**src/rtl/rat_checkpoint_mgr_pkg.sv**
```systemverilog
// rtl/rat_checkpoint_mgr_pkg.sv - shared defaults and pointer type for the RAT checkpoint manager
package rat_checkpoint_mgr_pkg;

  localparam int CP_DEPTH_DEF = 8;
  localparam int ARF_SIZE_DEF = 32;
  localparam int PRF_SIZE_DEF = 64;

  // Checkpoint pointer: slot index plus one wrap bit above it
  localparam int CP_PTR_W = $clog2(CP_DEPTH_DEF) + 1;
  typedef logic [CP_PTR_W-1:0] cp_ptr_t;

endpackage

```
**src/rtl/rat_checkpoint_mgr_slot_ram.sv**
```systemverilog
// rtl/rat_checkpoint_mgr_slot_ram.sv - checkpoint slot storage, one write port and one registered read port
module cp_slot_ram #(
  parameter int WIDTH = 8,
  parameter int DEPTH = 8,
  parameter int AW    = $clog2(DEPTH)
) (
  input  logic             clock,
  input  logic             reset,
  input  logic             i_we,
  input  logic [AW-1:0]    i_waddr,
  input  logic [WIDTH-1:0] i_wdata,
  input  logic             i_re,
  input  logic [AW-1:0]    i_raddr,
  output logic [WIDTH-1:0] o_rdata
);

  logic [WIDTH-1:0] r_mem [DEPTH];
  logic [WIDTH-1:0] r_rdata;

  // Storage array is never cleared; stale contents are unreachable once pointers reset
  always_ff @(posedge clock) begin
    if (i_we) begin
      r_mem[i_waddr] <= i_wdata;
    end
  end

  // Read register only loads on a read so the restored value is held between restores
  always_ff @(posedge clock) begin
    if (reset) begin
      r_rdata <= '0;
    end else if (i_re) begin
      r_rdata <= r_mem[i_raddr];
    end
  end

  assign o_rdata = r_rdata;

endmodule

```
**src/rtl/rat_checkpoint_mgr.sv**
```systemverilog
// rtl/rat_checkpoint_mgr.sv - circular buffer of rename-map checkpoints with recover and release
module rat_checkpoint_mgr
  import rat_checkpoint_mgr_pkg::*;
#(
  parameter int CP_DEPTH = CP_DEPTH_DEF,
  parameter int ARF_SIZE = ARF_SIZE_DEF,
  parameter int PRF_SIZE = PRF_SIZE_DEF,
  parameter int PIDX_W   = $clog2(PRF_SIZE),
  parameter int CIDX_W   = $clog2(CP_DEPTH)
) (
  input  logic                             clock,
  input  logic                             reset,
  input  logic                             alloc_valid,
  output logic                             alloc_ready,
  output logic [CIDX_W-1:0]                alloc_idx,
  input  logic [ARF_SIZE-1:0][PIDX_W-1:0]  map_in,
  input  logic [PRF_SIZE-1:0]              pvalid_in,
  input  logic                             recover_valid,
  input  logic [CIDX_W-1:0]                recover_idx,
  output logic                             restore_valid,
  output logic [ARF_SIZE-1:0][PIDX_W-1:0]  map_out,
  output logic [PRF_SIZE-1:0]              pvalid_out,
  input  logic                             release_valid,
  output logic                             recover_err,
  output logic [CIDX_W:0]                  count
);

  localparam int SLOT_W = ARF_SIZE * PIDX_W + PRF_SIZE;
  localparam logic [CIDX_W:0] PTR_ONE    = {{CIDX_W{1'b0}}, 1'b1};
  localparam logic [CIDX_W:0] FULL_COUNT = {1'b1, {CIDX_W{1'b0}}};

  logic [CIDX_W:0]   r_head;
  logic [CIDX_W:0]   r_tail;
  logic              r_restore_valid;
  logic              r_recover_err;

  logic [CIDX_W:0]   w_count;
  logic [CIDX_W-1:0] w_offset;
  logic              w_live;
  logic              w_alloc_fire;
  logic              w_release_fire;
  logic              w_recover_ok;
  logic [CIDX_W:0]   w_rec_tail;
  logic [SLOT_W-1:0] w_rdata;

  // Occupancy and liveness derived purely from registered pointers
  always_comb begin
    w_count        = r_tail - r_head;
    w_offset       = recover_idx - r_head[CIDX_W-1:0];
    w_live         = ({1'b0, w_offset} < w_count);
    w_alloc_fire   = alloc_valid & alloc_ready & ~recover_valid;
    w_release_fire = release_valid & (w_count != '0);
    w_recover_ok   = recover_valid & w_live;
    // Recovering the slot being released in the same cycle leaves an empty buffer past it
    if (w_release_fire && (w_offset == '0)) begin
      w_rec_tail = r_head + PTR_ONE;
    end else begin
      w_rec_tail = r_head + {1'b0, w_offset};
    end
  end

  // Pointer updates and one-cycle status pulses; recover overrides any same-cycle alloc
  always_ff @(posedge clock) begin
    if (reset) begin
      r_head          <= '0;
      r_tail          <= '0;
      r_restore_valid <= 1'b0;
      r_recover_err   <= 1'b0;
    end else begin
      r_restore_valid <= w_recover_ok;
      r_recover_err   <= recover_valid & ~w_live;
      if (w_release_fire) begin
        r_head <= r_head + PTR_ONE;
      end
      if (w_recover_ok) begin
        r_tail <= w_rec_tail;
      end else if (w_alloc_fire) begin
        r_tail <= r_tail + PTR_ONE;
      end
    end
  end

  cp_slot_ram #(
    .WIDTH (SLOT_W),
    .DEPTH (CP_DEPTH),
    .AW    (CIDX_W)
  ) u_slot_ram (
    .clock   (clock),
    .reset   (reset),
    .i_we    (w_alloc_fire & ~reset),
    .i_waddr (r_tail[CIDX_W-1:0]),
    .i_wdata ({map_in, pvalid_in}),
    .i_re    (w_recover_ok & ~reset),
    .i_raddr (recover_idx),
    .o_rdata (w_rdata)
  );

  assign count         = w_count;
  assign alloc_ready   = (w_count != FULL_COUNT);
  assign alloc_idx     = r_tail[CIDX_W-1:0];
  assign restore_valid = r_restore_valid;
  assign recover_err   = r_recover_err;
  assign map_out       = w_rdata[SLOT_W-1:PRF_SIZE];
  assign pvalid_out    = w_rdata[PRF_SIZE-1:0];

endmodule

```
**config.mk**
```make
export PLATFORM = sky130hd
export DESIGN_NAME = rat_checkpoint_mgr
export DESIGN_NICKNAME = d
export VERILOG_FILES = /design/src/rtl/rat_checkpoint_mgr_pkg.sv /design/src/rtl/rat_checkpoint_mgr_slot_ram.sv /design/src/rtl/rat_checkpoint_mgr.sv
export SDC_FILE = /design/constraint.sdc
export NUM_CORES = 2
export LEC_CHECK = 0
export BUFFER_PORTS_ARGS = -buffer_cell sky130_fd_sc_hd__buf_2
export CAP_MARGIN = 20
export CORE_MARGIN = 2
export CORE_UTILIZATION = 40
export DETAILED_ROUTE_END_ITERATION = 10
export PLACE_DENSITY = 0.6
export RECOVER_POWER = 100
export SLEW_MARGIN = 40
export SYNTH_ARGS = -nofsm -noshare
export SYNTH_HDL_FRONTEND = slang
export SYNTH_HIERARCHICAL = 1
export SYNTH_SLANG_ARGS = --single-unit
```
**constraint.sdc**
```tcl
create_clock -name clock -period 29.6 [get_ports clock]
set_clock_uncertainty 0.2 [all_clocks]
set_input_delay 5.92 -clock clock [delete_from_list [all_inputs] [get_ports clock]]
set_output_delay 5.92 -clock clock [all_outputs]
set_load 0.02 [all_outputs]
```
=== After elaboration in Yosys (flattened, before gate mapping) ===
Memories as Yosys holds them, arrays and structs flattened. A register that Yosys moved wholly into a read port is not among the register bits.
Cells that the tools add are included.

* Add/subtract/negate cells: 5
* Magnitude comparators: 1
* Eq/ne operators: 1
* Muxes and demuxes: 5
* Bitwise gates (word level): 10
* Reduce and logical (&&, ||, !) cells: 4

{| class="wikitable"
|+ Operators with widths
! operator !! count
|-
| 4-bit two-way mux || 3
|-
| 4-bit by 1-bit adder with 4-bit output (second input constant) || 2
|-
| 1-bit bitwise AND || 7
|-
| 4-bit by 3-bit adder with 4-bit output || 1
|-
| 3-bit by 4-bit < comparator with 1-bit output || 1
|-
| 4-bit inequality test (second input constant) || 1
|-
| 4-bit nonzero test || 1
|-
| 4-bit subtractor || 1
|-
| 3-bit zero test || 1
|-
| 1-bit inverter || 3
|-
| 3-bit subtractor || 1
|-
| 1-bit two-way mux || 2
|-
| 2-bit nonzero test || 1
|-
| 1-bit logical AND || 1
|}

* Bits in registers: 10
* RAM bits: 2048
* Input port bits: 264
* Word-level logic and storage cells: 31
* Memories: 1

{| class="wikitable"
|+ Memory list
! name !! words !! width !! rd ports !! clocked after Yosys merged registers in !! wr ports !! line !! text
|-
| u_slot_ram.r_mem || 8 || 256 || 1 || 1 || 1 || rat_checkpoint_mgr_slot_ram.sv:17 || <nowiki>logic [WIDTH-1:0] r_mem [DEPTH];</nowiki>
|}

=== Logic depth before layout (Yosys ltp) ===
* Depth after elaboration: 7
* Gate-level depth with buffers: 16

=== Modules after synthesis ===
Netlist, hierarchy kept.

{| class="wikitable"
|+ Modules (own cells, without submodules)
! module !! times used !! cells each !! area an instance (um2)
|-
| cp_slot_ram || 1 || 4877 || 86909.6
|-
| rat_checkpoint_mgr || 1 || 110 || 959.7
|}

=== Worst setup path before layout ===
OpenSTA, ideal clock, no wires.

* Path type: input -> register
* Start: in alloc_valid
* End: mem u_slot_ram/r_mem[0][0] (netlist name) (enable)
* Setup time: 1.186 ns
* Data arrival time: 23.891 ns
* Required time: 28.214 ns
* Setup slack: 4.322 ns
* Stages: 5
* Path through: inv_1 > a311oi_2 > and2_1 > nand2b_1 > nor3_1

* Word-level cells in the longest chain between the ends: 5

{| class="wikitable"
|+ RTL lines
! element !! line !! text
|-
| from (decl) || rat_checkpoint_mgr.sv:13 || <nowiki>input logic alloc_valid,</nowiki>
|-
| 1-bit bitwise AND (2 in a row) || rat_checkpoint_mgr.sv:51 || <nowiki>w_alloc_fire = alloc_valid & alloc_ready & ~recover_valid;</nowiki>
|-
| 1-bit bitwise AND || rat_checkpoint_mgr.sv:90 || <nowiki>.i_we (w_alloc_fire & ~reset),</nowiki>
|-
| 1-bit two-way mux || rat_checkpoint_mgr_slot_ram.sv:22 || <nowiki>if (i_we) begin</nowiki>
|-
| 1-bit two-way mux (implied by the code) || rat_checkpoint_mgr_slot_ram.sv:23 || <nowiki>r_mem[i_waddr] <= i_wdata;</nowiki>
|-
| to (decl) || rat_checkpoint_mgr_slot_ram.sv:17 ||
|}

No other way between the ends.

=== Worst setup path in the final report ===
* Start: in recover_idx[0]
* End: reg u_slot_ram.r_rdata[202] (netlist: u_slot_ram/o_rdata[202]) (read register of u_slot_ram.r_mem)

* Word-level cells in the longest chain between the ends: 4

{| class="wikitable"
|+ RTL lines
! element !! line !! text
|-
| from (decl) || rat_checkpoint_mgr.sv:19 || <nowiki>input logic [CIDX_W-1:0] recover_idx,</nowiki>
|-
| 3-bit subtractor || rat_checkpoint_mgr.sv:49 || <nowiki>w_offset = recover_idx - r_head[CIDX_W-1:0];</nowiki>
|-
| 3-bit by 4-bit < comparator with 1-bit output || rat_checkpoint_mgr.sv:50 || <nowiki>w_live = ({1'b0, w_offset} < w_count);</nowiki>
|-
| 1-bit bitwise AND || rat_checkpoint_mgr.sv:53 || <nowiki>w_recover_ok = recover_valid & w_live;</nowiki>
|-
| 1-bit bitwise AND || rat_checkpoint_mgr.sv:93 || <nowiki>.i_re (w_recover_ok & ~reset),</nowiki>
|-
| to (decl) || rat_checkpoint_mgr_slot_ram.sv:18 || <nowiki>logic [WIDTH-1:0] r_rdata;</nowiki>
|}

Parallel ways exist; a longest one is shown, timed or not.
A chain may end at the register's enable or synchronous reset.

==> flow_metrics.tcl <==
set metrics [dict create \
    seq_area_frac_synth 0.760 \
    die-area_um2 223000 \
    slew-limit-headroom -4.19 \
    path_max_fanout 133 \
    chipWidth_um 473 \
    ctsHoldBuffers 0 \
    multi_input_area_um2 19100 \
    arrival_ns 19.12 \
    yosysTopAreaCell "edfxtp_1" \
    io_pins 530 \
    yosys_warnings 6 \
    worstSetupPathType "in2reg" \
    path_clk_slew_ns 0.06 \
    cts_resized 0 \
    report.power.total_mw 8.12 \
    worst_pin_slew_ns 7.78 \
    syn_area_per_cell_um2 17.6 \
    wl_mm 215 \
    drive_gt1_frac 0.144 \
    finalHoldViolCount 0 \
    synth_nets 5263 \
    hpwl_mm 116 \
    grt_pass1_wl_mm 313 \
    cts_setup_buffers 0 \
    syn2layout_area_growth_pct 14.2 \
    drc_errors 0 \
    synth_fa_ha_area_frac 0.00208 \
    clock_latency_ns 0.90 \
    grt.total_usage 0.187 \
    fin_setup_tns_ns 0 \
    wire_per_inst_um 25.0 \
    initial_core_util 0.401 \
    startpoint_type "input pin" \
    slowest_stage "clkbuf_1" \
    via_per_inst 5.39 \
    pre_cts_slack_ns 18.26 \
    synth_compound_area_frac 0.0649 \
    num_rows 172 \
    ir_drop_v 0.0000599 \
    crit_required_ns 30.13 \
    finalWorstSetupSlack_ns 11.00 \
    worstSetupEndpointType "flop" \
    rsz0062_at_grt "no" \
    clock.fmax_ghz 0.0538 \
    synth-edff-count 2048 \
    ys_types 53 \
    slew_viol_final 2668 \
    ys.flop_type "edfxtp_1" \
    nNetsFinal 5808 \
    maxCapViolCount 52 \
    synth_seq_cells 2314 \
    failed_checks "max-capacitance violations, max-slew violations" \
    drtIter0Drc 4019 \
    regArea_um2 66800 \
    post-route-util 0.458 \
    vias 46535 \
    hp-class "reg2reg" \
    filler_cell_count 19024 \
    cts-root-buf "clkbuf_16" \
    synthTopCellsByArea "edfxtp_1, mux2i_1, dfxtp_1" \
    synthSimpleGateAreaFrac 0.0293 \
    cts_tree "done" \
    synthXorXnorAreaFrac 0.000997 \
    cts.sinks 2314 \
    power_leakage_nw 33.2 \
    final_common_cell "edfxtp_1" \
    synth_cells 4987 \
    crit_chain "buf_8 > inv_1 > ha_1 > inv_1 > fa_1 > ha_1 > a21oi_1 > maj3_1 > o21a_1 > and2_0 > clkbuf_1 > clkbuf_1 > o21ai_0 > nor3_1 > nor3_1" \
    core_area_um2 219000 \
    layout_common_cells "edfxtp_1, mux2i_1, clkbuf_1" \
    antenna_found_initial 56 \
    synthMuxAreaShare 0.121 \
    setup_viol_count_final 0 \
    clockBufferDepth 3 \
    slowest_delay_ns 4.84 \
    yosysTopAreaCellShare 0.700 \
    period_needed_ns 18.60 \
    netlist_area_um2 87900 \
    cts_inserted_buffers 233 \
    io_buffer_count 529 \
    first_pass_iters 5 \
    cellPowerDensity_nw_per_um2 81.0 \
    grt-ovfl-total 0 \
    period_share 0.628 \
    grt_max_degree 145 \
    grt_pass1_vias 45950 \
    place.gp.congestion 0.755 \
    cts.htree.levels 4 \
    final_antenna_net_count 0 \
    die_h_um 473 \
    synth_top_family_by_area "multiplexers" \
    status "complete, but fails checks" \
    synthArstFlopShare 0 \
]
-- critical path: cells and delay by family --
family / cells / cell delay (ns)
and+or+nand+nor: 3 / 3.04
AOI/OAI and AO/OA: 3 / 1.13
adders and majority gates: 4 / 1.29
buffers and inverters: 5 / 7.34
-- final cells by class --
cell class	count	share of cell area
multi-input cells	2345	0.190
repair buffers	626	0.0281
diodes	12	0.000299
well taps	2871	0.0358
clock inverters	119	0.0136
inverters	12	0.000449
flip-flops and latches	2314	0.666
clock buffers	327	0.0656
-- state kept, by name, indices dropped and copies added, names as in the netlist --
name / count
u_slot_ram/r_mem: 2048
r_head: 4
u_slot_ram/o_rdata: 256
r_tail: 4
recover_err: 1
restore_valid: 1
-- report_power, final --
| group | leakage, nW | internal (mW) | switching (mW) |
|---|---|---|---|
| Combinational | 8.69 | 0.383 | 0.832 |
| Sequential | 20.6 | 3.80 | 0.117 |
| Clock | 3.87 | 1.73 | 1.25 |
| Total | 33.2 | 5.92 | 2.20 |
-- cell usage after synthesis (2+ instances only) --
master	n
a211oi_1	47
clkbuf_1	151
mux2_2	324
a221o_1	144
a22oi_1	15
edfxtp_1	2048
nand2_1	7
fa_1	3
mux2i_1	702
buf_6	14
o221ai_1	15
nor2_2	2
dfxtp_1	266
a21o_1	3
buf_4	66
ha_1	9
xnor2_1	9
buf_1	13
nor2_1	357
a211oi_2	118
o22ai_1	241
buf_2	61
and2_1	4
nand2_2	2
nand2b_1	8
a21oi_1	9
and3_1	2
inv_1	12
nor3_1	192
nand3_1	6
o21ai_1	2
o21ai_0	102
nor2b_1	4
buf_12	10
-- logic make-up after synthesis --
| kind of cell | count (synthesis) |
|---|---|
| mux | 1026 |
| buf+inv | 328 |
| fa+ha+maj | 13 |
| flops | 2314 |
| compound gates | 703 |
| xor+xnor | 10 |
| simple gates | 593 |
-- layer usage --
layer	share of wire	GRT usage	vias to the layer above
met5	0.0021	0	-
met4	0.016	0.0424	70
met3	0.070	0.0500	324
met1	0.45	0.259	24082
li1	-	-	20875
met2	0.47	0.295	1184
-- metrics by stage --
step,instance area (um2),hold WS (ns),std cells
2_1_floorplan,87900,0.307,4987
3_3_place_gp,93200,0.259,8153
3_5_place_dp,93600,0.263,8164
4_1_cts,102000,0.275,8610
5_1_grt,100000,0.294,8620
6_report,100000,0.273,8626
-- path summary, 6_finish.rpt --
kind	start	to	slack, ns	cells past startpoint
max	recover_idx[0]	u_slot_ram/o_rdata[202]$_SDFFE_PP0P_	11.00	15
min	u_slot_ram/o_rdata[242]$_SDFFE_PP0P_	u_slot_ram/o_rdata[242]$_SDFFE_PP0P_	0.27	2
max reg2reg	r_tail[0]$_SDFFE_PP0P_	u_slot_ram/r_mem[1][165]$_DFFE_PP_	15.60	11
min reg2reg	u_slot_ram/o_rdata[242]$_SDFFE_PP0P_	u_slot_ram/o_rdata[242]$_SDFFE_PP0P_	0.27	2
No activity file was read; power rests on OpenSTA's default activity.
